## src/rtl/stream_unpacker.sv

```systemverilog
// Width-down converter: one packed word in, its lanes out one per handshake, final lane tagged.
// Optional feature macro UNPACKER_PARTIAL_EN: per-word lane count taken from lanes_i.
module stream_unpacker #(
  parameter int packed_width_p   = 8,
  parameter int unpacked_width_p = 2,
  parameter int msb_first_p      = 0,
  localparam int num_lanes_lp    = packed_width_p / unpacked_width_p,
  localparam int lane_cnt_w_lp   = $clog2(num_lanes_lp + 1)
) (
  input  logic                        clk_i,
  input  logic                        reset_i,
  input  logic [packed_width_p-1:0]   packed_i,
  input  logic [lane_cnt_w_lp-1:0]    lanes_i,
  input  logic                        valid_i,
  output logic                        ready_o,
  output logic [unpacked_width_p-1:0] unpacked_o,
  output logic                        last_o,
  output logic                        valid_o,
  input  logic                        ready_i
);

  typedef enum logic {IDLE, BUSY} state_e;

  state_e                      state_q, state_d;
  logic [packed_width_p-1:0]   hold_q, hold_d;
  logic [lane_cnt_w_lp-1:0]    idx_q, idx_d;
  logic [unpacked_width_p-1:0] unpacked_q, unpacked_d;
  logic                        last_q, last_d;
  logic                        valid_q, valid_d;

  logic [lane_cnt_w_lp-1:0]    n_lanes;
  logic [lane_cnt_w_lp-1:0]    lane_sel;
  logic [unpacked_width_p-1:0] lane_data;
  logic                        final_lane;
  logic                        lane_fire;
  logic                        final_fire;
  logic                        in_fire;
  logic                        ready;

`ifdef UNPACKER_PARTIAL_EN
  logic [lane_cnt_w_lp-1:0] cnt_q;
  logic [lane_cnt_w_lp-1:0] lanes_eff;

  always_comb begin
    if (lanes_i == '0 || lanes_i > lane_cnt_w_lp'(num_lanes_lp)) begin
      lanes_eff = lane_cnt_w_lp'(num_lanes_lp);
    end else begin
      lanes_eff = lanes_i;
    end
  end

  always_ff @(posedge clk_i) begin
    if (reset_i) begin
      cnt_q <= '0;
    end else if (in_fire) begin
      cnt_q <= lanes_eff;
    end
  end

  assign n_lanes = cnt_q;
`else
  logic unused_lanes;
  assign unused_lanes = ^lanes_i;
  assign n_lanes      = lane_cnt_w_lp'(num_lanes_lp);
`endif

  assign final_lane = (idx_q == n_lanes - lane_cnt_w_lp'(1));

  always_comb begin
    if (msb_first_p != 0) begin
      lane_sel = lane_cnt_w_lp'(num_lanes_lp - 1) - idx_q;
    end else begin
      lane_sel = idx_q;
    end
  end

  always_comb begin
    lane_data = '0;
    for (int unsigned i = 0; i < num_lanes_lp; i++) begin
      if (lane_sel == lane_cnt_w_lp'(i)) begin
        lane_data = hold_q[i*unpacked_width_p +: unpacked_width_p];
      end
    end
  end

  // State register (also holds the datapath and output stage).
  always_ff @(posedge clk_i) begin
    if (reset_i) begin
      state_q    <= IDLE;
      hold_q     <= '0;
      idx_q      <= '0;
      unpacked_q <= '0;
      last_q     <= 1'b0;
      valid_q    <= 1'b0;
    end else begin
      state_q    <= state_d;
      hold_q     <= hold_d;
      idx_q      <= idx_d;
      unpacked_q <= unpacked_d;
      last_q     <= last_d;
      valid_q    <= valid_d;
    end
  end

  // Next-state: a finishing word and a newly accepted word can share a cycle;
  // the new word's capture overrides the finishing lane's return to IDLE.
  always_comb begin
    state_d    = state_q;
    hold_d     = hold_q;
    idx_d      = idx_q;
    unpacked_d = unpacked_q;
    last_d     = last_q;
    valid_d    = valid_q;
    if (lane_fire) begin
      unpacked_d = lane_data;
      last_d     = final_lane;
      valid_d    = 1'b1;
      if (final_lane) begin
        idx_d   = '0;
        state_d = IDLE;
      end else begin
        idx_d = idx_q + lane_cnt_w_lp'(1);
      end
    end else if (valid_q && ready_i) begin
      valid_d = 1'b0;
    end
    if (in_fire) begin
      hold_d  = packed_i;
      idx_d   = '0;
      state_d = BUSY;
    end
  end

  // Handshake / outputs.
  always_comb begin
    lane_fire  = (state_q == BUSY) && (!valid_q || ready_i);
    final_fire = lane_fire && final_lane;
    ready      = !reset_i && ((state_q == IDLE) || final_fire);
    in_fire    = valid_i && ready;
  end

  assign ready_o    = ready;
  assign unpacked_o = unpacked_q;
  assign last_o     = last_q;
  assign valid_o    = valid_q;

endmodule

```

## config.mk

```make
export PLATFORM = sky130hd
export DESIGN_NAME = stream_unpacker
export DESIGN_NICKNAME = d
export VERILOG_FILES = /design/src/rtl/stream_unpacker.sv
export SDC_FILE = /design/constraint.sdc
export NUM_CORES = 1
export LEC_CHECK = 0
export BUFFER_PORTS_ARGS = -buffer_cell sky130_fd_sc_hd__clkbuf_2
export CAP_MARGIN = 20
export CORE_AREA = 2 2 44 46
export CTS_BUF_LIST = sky130_fd_sc_hd__clkbuf_8 sky130_fd_sc_hd__clkbuf_16
export DETAILED_ROUTE_END_ITERATION = 7
export DIE_AREA = 0 0 46 48
export GPL_TIMING_DRIVEN = 0
export PLACE_DENSITY = 0.71
export SLEW_MARGIN = 15
export SYNTH_ARGS = -nofsm -noshare
export SYNTH_HDL_FRONTEND = slang
export SYNTH_SLANG_ARGS = --single-unit
```

## constraint.sdc

```tcl
create_clock -name clk_i -period 1.9 [get_ports clk_i]
set_input_delay 0.38 -clock clk_i [delete_from_list [all_inputs] [get_ports clk_i]]
set_output_delay 0.38 -clock clk_i [all_outputs]
set_load 0.02 [all_outputs]
```

# After elaboration in Yosys (flattened, before gate mapping)
# Cells that the tools add are included.
# op_classes
add_sub_neg	1
n_eq_ne	3
muxes	10
bitwise	1
n_reduce_logical	15
# op_table
operator	count
$mux 2	4
$eq 3x2->1 const B	2
$reduce_bool 2->1	3
$logic_and 1x1->1	5
$mux 1	5
$add 3x1->3 const B	1
$eq 3x1->1 const B	1
$logic_not 3->1	1
$mux 3	1
$logic_not 1->1	2
$logic_or 1x1->1	2
$reduce_and 2->1	1
$reduce_or 2->1	1
$not 1->1	1
# word_totals
register_bits	16
inputBits	15
out_inout_bits	5

# Longest topological paths before layout
# logic_depth
depth_word	9
mapped_depth	7

# Worst setup path after synthesis
# No wires, ideal clock.
# synth_path
kind	register -> output
from	reg idx_q[0]
to	out ready_o
t_arrival_ps	1169
required_ps	1520
setup_slack_ps	351
path_stages_with_launch	6
path_buffers	1
cell_sequence	dfxtp_1 > ha_1 > buf_6 > nor2b_4 > a21oi_2 > nor2_1
# synth_between
elab_chain_len	4
# synth_rtl
element	line	rtl
start: declaration	26	logic [lane_cnt_w_lp-1:0] idx_q, idx_d;
start signal: assignment	98	idx_q <= idx_d;
$eq 3x2->1	67	assign final_lane = (idx_q == n_lanes - lane_cnt_w_lp'(1));
$logic_and 1x1->1	137	final_fire = lane_fire && final_lane;
$logic_or 1x1->1	138	ready = !reset_i && ((state_q == IDLE) || final_fire);
$logic_and 1x1->1	138	
end: declaration	15	output logic ready_o,
# Every way passes these cells.

# Final worst setup path
# Ends and elaborated chain as after synthesis.

==> impl_metrics.toml <==
[die]
start_util_pct = 49.9
io_pins = 20
rows = 15
core-area_sq_um = 1690
fp.dieW_um = 46
die_area_sq_um = 2210
die_y_um = 48

[logic_synthesis]
synth_area_sq_um = 843
synth_edf_count = 0
synth-compound-area-share_pct = 15.0
synthCells = 90
ys.flop_type = "dfxtp_1"
synth.avg_cell_area_sq_um = 9.37
synth_xor_area_share_pct = 0
ys_async_sr_fraction_pct = 0
synth_area_leader_cell = "dfxtp_1"
ys_ff_latch = 16
yosysSeqAreaShare_pct = 38.0
syn_nets = 109
synth_top_area_share_pct = 38.0
yosys-top-cells-count = "dfxtp_1 (16), nand2b_1 (16), nand2_1 (9)"
synth_fa_ha_area_share_pct = 5.93
yosys-top-cells-area = "dfxtp_1 (38%), nand2b_1 (12%), mux2i_1 (9.5%)"
synthMuxAreaShare_pct = 9.50
yosys.area_share.simple_pct = 25.4
yosys_warnings = 0
yosys.cell_types.count = 25
synth_top_family_by_area = "simple AND/OR/NAND/NOR gates"

[global_route]
grt_use_total_pct = 15.9
grt_max_degree = 11
grt_pass1_wl_mm = 2.39
antenna_found_initial = 0
grt_pass1_vias = 609
grt_overflow = 0

[timing]
finalMaxSlewViolations = 0
hold_violations = 0
fin_ws_ns = 0.0530
setup_viol = 0
fin_crit_ns = 1.85
rsz0062_at_grt = "false"
skew_ns = 0.00492
slew-limit-headroom_pct = 64.3
tightest_slew_ns = 0.536
finalSetupTns_ns = 0
holdWs_ns = 0.326
fmax_mhz = 541
fin_crit_sh_pct = 97.2

[critical_path]
reg2reg_depth = 7
r2r_start = "idx_q[0]$_SDFFE_PP0P_"
worstSetupPathType = "register to output port"
crit_arrival_ns = 1.47
critPathCaptureType = "output port"
path_max_fanout = 5
critPathRequiredTime_ns = 1.52
worstSetupStartpointType = "register"
r2r-end = "hold_q[5]$_SDFFE_PP0P_"
regToRegSetupSlack_ns = 0.39

[clock_network]
worstSkewPairLatency_ns = 0.25
cts_buffers = 3
cts_max_level = 1
hold_buffers = 0
cts_root_buf = "clkbuf_8"
clk_pin_slew_ns = 0.07
cts_tree = "done"
clockBufferDepth = 2
cts.sinks = 16

[min_path]
whs_endpoint = "idx_q[0]$_SDFFE_PP0P_"
hold_path_class = "primary input to register"
min_path_cells = 2
hp-start = "valid_i"

[finish]
diodes = 0
fin_area_sq_um = 1040
seqCellArea_sq_um = 325
nets = 133
multiInputGateArea_sq_um = 480
fin_util_pct = 61.6
filler_cell_count = 150
areaGrowthSynthToFinish_pct = 23.3
drive_gt1_share_pct = 31.0

[routing]
routed.top_layer = "met4"
routed_wl_mm = 1.52
route.met2.wl_um = 730
routed-via-count = 655
routedWlPerCell_um = 11.7
met3WireLength_um = 54
ant_nets = 0
viasPerCell = 5.04
first_pass_iters = 3
drt_iter0_drc = 2
drt_drc_violations_left = 0
routedLengthMet1_um = 692

[place]
dpl-instance-area_sq_um = 945
place_hpwl_mm = 1.10
gp_congestion = 0.747
place_ws_ns = 0.249
port_buffers = 16

[run]
drv_cap = 0

[pwr]
comb_power_share_pct = 13.2
p_seq_share_pct = 47.3
p_leak_nw = 0.417
ir_drop_mv = 0.392
power_switching_mw = 0.185
swShare_pct = 24.0
intPower_mw = 0.584
power_density_nw_per_um2 = 739
clkPwrFrac_pct = 39.5

[status]
status = "completed"
==> layer usage <==
| metal | global-route usage [%] | up-vias |
|---|---|---|
| li1 | - | 349 |
| met1 | 16.9 | 287 |
| met2 | 28.3 | 14 |
| met3 | 2.26 | 5 |
| met4 | 12.0 | 0 |
| met5 | 0 | - |
==> cell type report <==
class / instances / area share (%)
Multi-Input combinational cell: 64 / 46.2
Sequential cell: 16 / 31.3
Timing Repair Buffer: 19 / 10.1
Clock buffer: 4 / 5.29
Buffer: 4 / 2.89
Inverter: 6 / 2.17
Tap cell: 17 / 2.05
==> sequential cells by signal, summed over array words and instances, names as in the netlist <==
signal      cells
valid_o         1
hold_q          8
state_q         1
idx_q           3
unpacked_o      2
last_o          1
==> through the flow <==
step	std cells	power, mW
2_1_floorplan	90	0.439
3_3_place_gp	123	0.467
3_5_place_dp	123	0.470
4_1_cts	127	0.777
5_1_grt	130	0.806
6_report	130	0.768
==> power by group through the flow <==
stage               logic, mW  registers [mW]  clock network, mW
finish                  0.102           0.363              0.304
global route            0.112           0.365              0.329
CTS                     0.100           0.363              0.313
detailed placement     0.0997           0.370                  0
global placement       0.0970           0.370                  0
floorplan              0.0676           0.372                  0
==> worst max path at each step <==
stage / from / to / slack (ns) / cells after the start
4_1_cts: idx_q[1]$_SDFFE_PP0P_ / ready_o / 0.003 / 6
3_3_place_gp: reset_i / ready_o / 0.29 / 4
2_1_floorplan: idx_q[0]$_SDFFE_PP0P_ / ready_o / 0.35 / 5
6_report: idx_q[0]$_SDFFE_PP0P_ / ready_o / 0.05 / 6
3_5_place_dp: idx_q[0]$_SDFFE_PP0P_ / ready_o / 0.25 / 6
5_1_grt: idx_q[0]$_SDFFE_PP0P_ / ready_o / 0.01 / 6
==> worst max-delay path: stages (launching register included) <==
cell and delay, ns:
dfxtp_4 0.37, ha_2 0.18, buf_6 0.11, nor2b_4 0.13, a21oi_4 0.17, nor2_1 0.06
buf_4 0.18
==> logic make-up (layout without fill, tap and decap cells) <==
family,Yosys count,in the layout
AND/OR/NAND/NOR,38,38
AO/OA/AOI/OAI,14,14
flip-flops,16,16
adder cells (fa/ha/maj),4,4
buffers and inverters,10,33
multiplexers,8,8
==> cell usage in the layout, fill, tap and decap left out, drive strengths merged <==
cell type	netlist	routed
clkbuf	1	20
nand2b	17	17
dfxtp	16	16
nand2	9	9
mux2i	8	8
buf	3	7
inv	6	6
nor2	5	5
a21oi	5	5
ha	4	4
a221oi	3	3
a211oi	3	3
o21ai	2	2
nand3	2	2
nor2b	2	2
and2	1	1
nand3b	1	1
or3	1	1
a2111oi	1	1
==> timing repair <==
action	CTS	global route
pin swaps	0	1
gates cloned	0	0
setup buffers	0	3
endpoints found under the hold margin	0	0
endpoints found under the setup margin	1	1
gates resized for setup	1	6
Power figures use the tool's default switching activity.
